`src/rtl/rect_sum_fetch.sv`:
```
// Rectangle-sum fetch stage: reads one descriptor from rect1_rom, fetches four integral-image corners
// and returns A - B - C + D. Optional bounds check is enabled with `define RECT_BOUNDS_CHK_EN.
module rect_sum_fetch #(
  parameter int W_DATA    = 20,
  parameter int W_ADDR    = 8,
  parameter int WIN_W     = 25,
  parameter int WIN_H     = 25,
  parameter int W_II_ADDR = 10,
  parameter int W_II_DATA = 18
) (
  input  logic                 clk,
  input  logic                 rst,
  input  logic                 start_valid,
  output logic                 start_ready,
  input  logic [W_ADDR-1:0]    rect_idx,
  output logic                 rom_en,
  output logic [W_ADDR-1:0]    rom_addr,
  input  logic [W_DATA-1:0]    rom_data,
  output logic                 ii_en,
  output logic [W_II_ADDR-1:0] ii_addr,
  input  logic [W_II_DATA-1:0] ii_data,
  output logic                 sum_valid,
  input  logic                 sum_ready,
  output logic [W_II_DATA-1:0] sum_data,
  output logic                 rect_err,
  output logic                 busy
);

  // Row offsets are formed two bits wider than the buffer address so that (y+h)*WIN_W + x+w never
  // overflows before the final truncation to W_II_ADDR.
  localparam int W_RC = W_II_ADDR + 2;

  typedef enum logic [3:0] {
    IDLE, ROM, DEC, RD0, RD1, RD2, RD3, LAST, OUT
  } state_t;

  state_t               state;
  logic [W_RC-1:0]      r0, r1;
  logic [5:0]           c0, c1;
  logic [W_II_DATA-1:0] acc;

  logic [4:0]      dx, dy, dw, dh;
  logic [5:0]      xsum, ysum;
  logic [W_RC-1:0] r0_n, r1_n;

  always_comb begin
    dx   = rom_data[19:15];
    dy   = rom_data[14:10];
    dw   = rom_data[9:5];
    dh   = rom_data[4:0];
    xsum = {1'b0, dx} + {1'b0, dw};
    ysum = {1'b0, dy} + {1'b0, dh};
    r0_n = W_RC'(dy) * W_RC'(WIN_W);
    r1_n = W_RC'(ysum) * W_RC'(WIN_W);
  end

  function automatic logic [W_II_ADDR-1:0] rc(input logic [W_RC-1:0] r, input logic [5:0] c);
    logic [W_RC-1:0] full;
    full = r + W_RC'(c);
    return full[W_II_ADDR-1:0];
  endfunction

`ifdef RECT_BOUNDS_CHK_EN
  localparam logic [5:0] X_MAX = 6'(WIN_W - 1);
  localparam logic [5:0] Y_MAX = 6'(WIN_H - 1);
  logic oob;
  logic err_q;
  assign oob      = (xsum > X_MAX) || (ysum > Y_MAX);
  assign rect_err = err_q;
`else
  assign rect_err = 1'b0;
`endif

  always_ff @(posedge clk or negedge rst) begin
    if (!rst) begin
      state       <= IDLE;
      start_ready <= 1'b1;
      busy        <= 1'b0;
      rom_en      <= 1'b0;
      rom_addr    <= '0;
      ii_en       <= 1'b0;
      ii_addr     <= '0;
      sum_valid   <= 1'b0;
      sum_data    <= '0;
      r0          <= '0;
      r1          <= '0;
      c0          <= '0;
      c1          <= '0;
      acc         <= '0;
`ifdef RECT_BOUNDS_CHK_EN
      err_q       <= 1'b0;
`endif
    end else begin
      case (state)
        IDLE: begin
          if (start_valid) begin
            state       <= ROM;
            start_ready <= 1'b0;
            busy        <= 1'b1;
            rom_en      <= 1'b1;
            rom_addr    <= rect_idx;
          end
        end
        ROM: begin
          rom_en   <= 1'b0;
          rom_addr <= '0;
          state    <= DEC;
        end
        DEC: begin
          acc <= '0;
          r0  <= r0_n;
          r1  <= r1_n;
          c0  <= {1'b0, dx};
          c1  <= xsum;
`ifdef RECT_BOUNDS_CHK_EN
          if (oob) begin
            state     <= OUT;
            sum_valid <= 1'b1;
            sum_data  <= '0;
            err_q     <= 1'b1;
          end else begin
            state   <= RD0;
            ii_en   <= 1'b1;
            ii_addr <= rc(r0_n, {1'b0, dx});
          end
`else
          state   <= RD0;
          ii_en   <= 1'b1;
          ii_addr <= rc(r0_n, {1'b0, dx});
`endif
        end
        // Each read's data lands one state later, so the sign applied in RDn belongs to read n-1.
        RD0: begin
          ii_addr <= rc(r0, c1);
          state   <= RD1;
        end
        RD1: begin
          acc     <= acc + ii_data;
          ii_addr <= rc(r1, c0);
          state   <= RD2;
        end
        RD2: begin
          acc     <= acc - ii_data;
          ii_addr <= rc(r1, c1);
          state   <= RD3;
        end
        RD3: begin
          acc     <= acc - ii_data;
          ii_en   <= 1'b0;
          ii_addr <= '0;
          state   <= LAST;
        end
        LAST: begin
          acc       <= acc + ii_data;
          sum_data  <= acc + ii_data;
          sum_valid <= 1'b1;
          state     <= OUT;
        end
        OUT: begin
          if (sum_ready) begin
            sum_valid   <= 1'b0;
            sum_data    <= '0;
            start_ready <= 1'b1;
            busy        <= 1'b0;
            state       <= IDLE;
`ifdef RECT_BOUNDS_CHK_EN
            err_q       <= 1'b0;
`endif
          end
        end
        default: begin
          state       <= IDLE;
          start_ready <= 1'b1;
          busy        <= 1'b0;
          rom_en      <= 1'b0;
          rom_addr    <= '0;
          ii_en       <= 1'b0;
          ii_addr     <= '0;
          sum_valid   <= 1'b0;
        end
      endcase
    end
  end

endmodule

```
`config.mk`:
```
export PLATFORM = sky130hd
export DESIGN_NAME = rect_sum_fetch
export DESIGN_NICKNAME = d
export VERILOG_FILES = /design/src/rtl/rect_sum_fetch.sv
export SDC_FILE = /design/constraint.sdc
export NUM_CORES = 1
export LEC_CHECK = 0
export CORE_MARGIN = 2
export CORE_UTILIZATION = 60
export DETAILED_ROUTE_END_ITERATION = 8
export PLACE_DENSITY = 0.85
export REMOVE_ABC_BUFFERS = 1
export SYNTH_ARGS = -nofsm -noshare
export SYNTH_HDL_FRONTEND = slang
export SYNTH_SLANG_ARGS = --single-unit
```
`constraint.sdc`:
```
create_clock -name clk -period 6.35 [get_ports clk]
set_input_delay 1.27 -clock clk [delete_from_list [all_inputs] [get_ports clk]]
set_output_delay 1.27 -clock clk [all_outputs]
set_load 0.005 [all_outputs]
```
After elaboration in Yosys (flattened, before gate mapping)
Index checks and enable logic that the tools add are counted.
- register bits after elaboration: 94
- word-level logic and storage cells: 70
- input port bits: 50
- equal/unequal tests: 10
- add/subtract/negate cells: 8
- $mul: 2
- bitwise operators: 3
- multiplexer cells: 18
- reductions and logical operators: 15
- operators by type and width (operator ; number):
    one-hot mux 18 bit (3 select lines) ; 1
    one-hot mux 10 bit (5 select lines) ; 1
    one-hot mux 18 bit (2 select lines) ; 1
    one-hot mux 4 bit (9 select lines) ; 1
    OR reduction 7 bit ; 4
    adder 10 x 5 -> 10 bit ; 2
    adder 10 x 6 -> 10 bit ; 2
    adder 18 bit ; 1
    2-to-1 mux 18 bit ; 1
    subtractor 18 bit ; 1
    equality test 4 x 3 -> 1 bit (second input constant) ; 4
    one-hot mux 8 bit (2 select lines) ; 1
    adder 5 x 5 -> 6 bit ; 2
    multiplier 5 x 5 -> 10 bit (second input constant) ; 1
    multiplier 6 x 5 -> 10 bit (second input constant) ; 1
    one-hot mux 1 bit (3 select lines) ; 3
    equality test 4 x 2 -> 1 bit (second input constant) ; 2
    2-to-1 mux 4 bit ; 2
    2-to-1 mux 8 bit ; 1
    AND reduction 2 bit ; 4
    equality test 4 x 1 -> 1 bit (second input constant) ; 1
    equality test 4 bit (second input constant) ; 1
    zero test 4 bit ; 1
    2-to-1 mux 1 bit ; 4
    8 further kinds ; 13

Logic depth before layout (Yosys ltp)
- depth after elaboration: 4
- depth in mapped cells: 16

Worst setup path after synthesis
OpenSTA, ideal clock, no wires.
- path kind: in2reg
- start point: input port rom_data[0]
- end point: register r1[9]
- buffers on the path: 0
- path slack: 2232 ps
- stages: 14
- data arrival time: 3985 ps
- cells stage by stage: ha_1 -> inv_1 -> fa_1 -> xnor2_1 -> ha_1 -> ha_1 -> ha_1 -> ha_1 -> a21o_1 -> a21oi_1 -> o21bai_1 -> a21oi_1 -> xnor2_1 -> o21ai_0
- cells in the longest elaborated chain, start to end: 2
- RTL lines (element ; RTL line ; text):
    start, declared ; 18 ; input logic [W_DATA-1:0] rom_data,
    adder 5 x 5 -> 6 bit ; 52 ; ysum = {1'b0, dy} + {1'b0, dh};
    multiplier 6 x 5 -> 10 bit ; 54 ; r1_n = W_RC'(ysum) * W_RC'(WIN_W);
    end signal, assigned ; 112 ; r1 <= r1_n;
    end, declared ; 38 ; logic [W_RC-1:0] r0, r1;
No other way between the ends.
A chain may end at the register's enable or synchronous reset.

Worst setup path in the final report
- start point: input port rom_data[10]
- end point: register r1[9]
The elaborated chain is that of the path after synthesis.

==> tab_implementation.tex <==
\begin{tabular}{lr}
\hline
Metric & Value \\
\hline
\multicolumn{2}{l}{\textbf{Run status}} \\
Outcome & completed \\
\multicolumn{2}{l}{\textbf{Timing}} \\
Final Hold Viols & 0 \\
Final clock skew & 4.86 ps \\
Period minus WS final & 4740 ps \\
Setup Total Neg Slack & 0 ps \\
Setup repair after global routing missed its margin & no \\
Share of the clock period used by the worst path & 0.747 \\
Final setup viols & 0 \\
Max Clk Rate & 211 MHz \\
Final hold slack & 472 ps \\
Tightest slew margin relative to the limit & 0.284 \\
Max Transition Viols Final & 0 \\
Worst-Margin Slew & 1070 ps \\
\multicolumn{2}{l}{\textbf{Setup path}} \\
Setup crit start kind & input port \\
Data required time of the worst path & 6530 ps \\
Cell family with the largest share of critical-path delay & adder cells \\
Worst setup slack for register-to-register paths & 1760 ps \\
Launch point of the critical path & rom\_data[10] \\
Critical Path Most Common Cell & ha\_1 \\
Delay of the slowest cell on the worst path & 580 ps \\
Category of the critical setup timing path & input port to register \\
Arrival time at the worst endpoint & 4920 ps \\
Crit Path Max Fanout & 5 \\
Sort of element at the end of the critical path & register \\
CP Buf/Inv Count & 2 \\
Critical Path, Cell by Cell & clkdlybuf4s50\_1 -> ha\_1 -> inv\_1 -> fa\_1 -> xnor2\_1 -> ha\_1 -> ha\_1 -> ha\_1 -> ha\_1 -> a21o\_1 -> a21oi\_1 -> o21bai\_1 -> a21oi\_1 -> xnor2\_1 -> o21ai\_0 \\
Crit path max-delay cell type & clkdlybuf4s50\_1 \\
Launching point of the worst reg2reg path & state[2] \\
\multicolumn{2}{l}{\textbf{CTS}} \\
Buffers inserted by post-CTS timing repair & 0 \\
Clock tree from TritonCTS & built \\
Cell at the root of the clock tree & clkbuf\_16 \\
Clock Pin Slew Worst Setup and Hold Paths & 70 ps \\
Buffers from clock root to sink, at most & 2 \\
Clock latency on the worst-skew pair & 350 ps \\
Number of buffers added by the clock tree synthesis step & 9 \\
Number of buffers added to fix hold violations after cts & 0 \\
Total number of H-tree levels & 3 \\
Post-cts sizing count & 0 \\
CTS sink count & 94 \\
\multicolumn{2}{l}{\textbf{Synth}} \\
Total standard cell area after synthesis & 7420 um2 \\
Synth warnings & 0 \\
Fraction of registers with async set or reset after synthesis & 1.00 \\
Post-synthesis sequential area ratio & 0.317 \\
Library cells used by synthesis & 65 \\
Average cell area after synthesis & 8.86 um2 \\
Synthesized instance count & 837 \\
Count of flip-flops with a built-in enable after synthesis & 0 \\
Leading register cell type out of synthesis & dfrtp\_1 \\
Number of storage elements in the synthesis netlist & 94 \\
\multicolumn{2}{l}{\textbf{Floorplanning}} \\
Die Outline Area & 13300 um2 \\
Count of pins on the block boundary & 92 \\
Total number of placement rows & 40 \\
Die Width & 115 um \\
Placeable core region & 12100 um2 \\
Initial Utilization & 0.615 \\
Die Height & 115 um \\
\multicolumn{2}{l}{\textbf{Run}} \\
Max-cap violations & 0 \\
\multicolumn{2}{l}{\textbf{Cells and area}} \\
Multi-input combinational cell area & 4690 um2 \\
Antenna cell count & 0 \\
Sequential cell area & 2350 um2 \\
Number of nets at the end of the flow & 1062 \\
Number of standard cells in the layout, taps in and fillers out & 1080 \\
Core occupancy in the finished layout & 0.729 \\
Post-Layout Inst Area & 8790 um2 \\
Filler Cells Inserted & 906 \\
Ratio of cells with drive above 1 in the final layout & 0.0450 \\
Layout-stage area growth over the synthesis result & 18.6\% \\
\multicolumn{2}{l}{\textbf{Routing}} \\
Met3 wire length & 733 um \\
Routed WL & 17600 um \\
Starting DRC count in detailed routing & 354 \\
Wire length on met2 & 8740 um \\
Routed via count divided by cell count & 5.85 \\
Detail-routed net length per standard cell & 16.3 um \\
Routed Antenna Nets & 0 \\
DRT Pass-1 Iters & 5 \\
Number of design rule violations left after detail routing & 0 \\
Vias & 6317 \\
Uppermost signal routing layer after detailed routing & met4 \\
Total routed wire length on the met1 layer & 7750 um \\
\multicolumn{2}{l}{\textbf{Global route}} \\
Vias in the first global route & 6008 \\
Global-route total usage across every layer & 0.271 \\
Wire length of the first global-routing pass & 28500 um \\
Overflow left after global routing & 0 \\
Initial antenna violation count & 0 \\
Maximum number of pins on one net before global-route repair & 63 \\
\multicolumn{2}{l}{\textbf{Placement}} \\
Placed cell count & 1064 \\
Estimated wirelength of the detail-placed design & 13200 um \\
Number of port buffers & 90 \\
Gp weighted congestion & 0.939 \\
Cell Area, Placed & 8410 um2 \\
\multicolumn{2}{l}{\textbf{Min path}} \\
Class of the tightest hold or removal check & register to register \\
Launch instance of the worst min-delay path & sum\_data[16] \\
\multicolumn{2}{l}{\textbf{Pwr}} \\
Static leakage power & 4.20 nW \\
Power density over the cells & 519 nW/um2 \\
Worst IR Drop VDD & 0.000262 V \\
\hline
\end{tabular}
## through the flow
stage,setup WS [ps],power (mW)
2_1_floorplan,2210,3.01
3_3_place_gp,1400,3.76
3_5_place_dp,1260,3.85
4_1_cts,1610,4.56
5_1_grt,1360,4.93
6_report,1610,4.56
## worst paths after layout
check	cells past startpoint	end
worst max register to register	12	ii_addr[8]
max in group asynchronous	2	c0[1]
worst max-delay path	15	r1[9]
worst min-delay path	2	sum_data[16]
worst min register to register	2	sum_data[16]
min in group asynchronous	1	sum_data[8]
## power breakdown
part	internal (mW)	switching, mW
Clock	0.447	0.234
Sequential	0.886	0.238
Combinational	1.25	1.50
Total	2.58	1.98
## metal layers
layer,track usage,vias up
li1,-,3053
met3,0.0401,34
met4,0.0948,0
met2,0.462,186
met5,0,-
met1,0.353,3044
## cell families (layout without fill, tap and decap cells)
| logic type | after synthesis | in the layout | synth area share |
|---|---|---|---|
| muxes | 16 | 16 | 0.0226 |
| buffers and inverters | 93 | 168 | 0.0511 |
| and+or+nand+nor | 227 | 227 | 0.139 |
| adders and majority gates | 105 | 105 | 0.186 |
| other | 1 | 1 | 0.000506 |
| AOI/OAI and AO/OA | 226 | 226 | 0.194 |
| xor gates and xnor gates | 75 | 75 | 0.0886 |
| DFF | 94 | 94 | 0.317 |
## worst reg2reg max path, stage by stage, from the launching register on
cell and delay, ps:
dfrtp_1 610, nand2b_1 530, nor3b_2 1030, mux2_2 420, ha_1 230, fa_1 430, a21o_1 200, a21o_1 200
a21o_1 190, a21oi_1 260, nor3_1 110, xor2_1 160, o21ai_0 150
## layout by cell type, fill, tap and decap left out, types with 4 or more instances in the layout
master / Yosys / final
mux2_2: 6 / 6
nor3_1: 12 / 12
a21o_1: 20 / 20
nand3_1: 7 / 7
ha_1: 96 / 96
fa_1: 9 / 9
buf_4: 3 / 7
clkbuf_16: 0 / 9
o21ai_0: 77 / 77
dfrtp_1: 93 / 93
a222oi_1: 5 / 5
nand2_1: 126 / 126
a211o_1: 4 / 4
o21a_1: 4 / 4
o21bai_1: 8 / 7
a211oi_1: 5 / 5
bufinv_16: 0 / 4
clkdlybuf4s50_1: 0 / 89
xor2_1: 25 / 25
inv_1: 56 / 56
and3_1: 4 / 4
mux2i_1: 10 / 10
nor2b_1: 14 / 14
nor3b_1: 6 / 6
a21oi_1: 52 / 52
a22o_1: 9 / 9
nand2b_1: 12 / 12
nor2_1: 34 / 34
xnor2_1: 50 / 50
## synthesized netlist by cell type, drive strengths merged, types with 5 or more instances
library cell  count  area (um2)
nand2           126         473
ha               96        1200
a22o              9        78.8
xnor2            50         438
dfrtp            93        2330
o21ai            80         400
a222oi            5        50.1
a211oi            5        37.5
a21oi            52         260
xor2             25         219
nor2             34         128
a21o             20         150
fa                9         180
buf              13        78.8
mux2              6        67.6
inv              56         210
nand3             7        35.0
nor3b             7        57.6
nor2b            15        96.3
mux2i            10         100
nor3             13        76.3
nand2b           12        75.1
clkbuf           24        90.1
o21bai            8        60.1
## sequential cells by signal, summed over array words and instances, names as in the netlist
name,flops
acc,18
busy,1
c0,5
c1,6
ii_addr,10
ii_en,1
r0,10
r1,10
rom_addr,8
rom_en,1
start_ready,1
state,4
sum_data,18
sum_valid,1
## final cells by class
| class | instances | area share |
|---|---|---|
| clock buffer | 11 | 0.0287 |
| clock inverter | 5 | 0.0147 |
| inverter | 56 | 0.0239 |
| multi-input combinational | 650 | 0.534 |
| sequential | 94 | 0.268 |
| tap | 168 | 0.0239 |
| timing repair buffer | 96 | 0.107 |
Power figures use the tool's default switching activity.
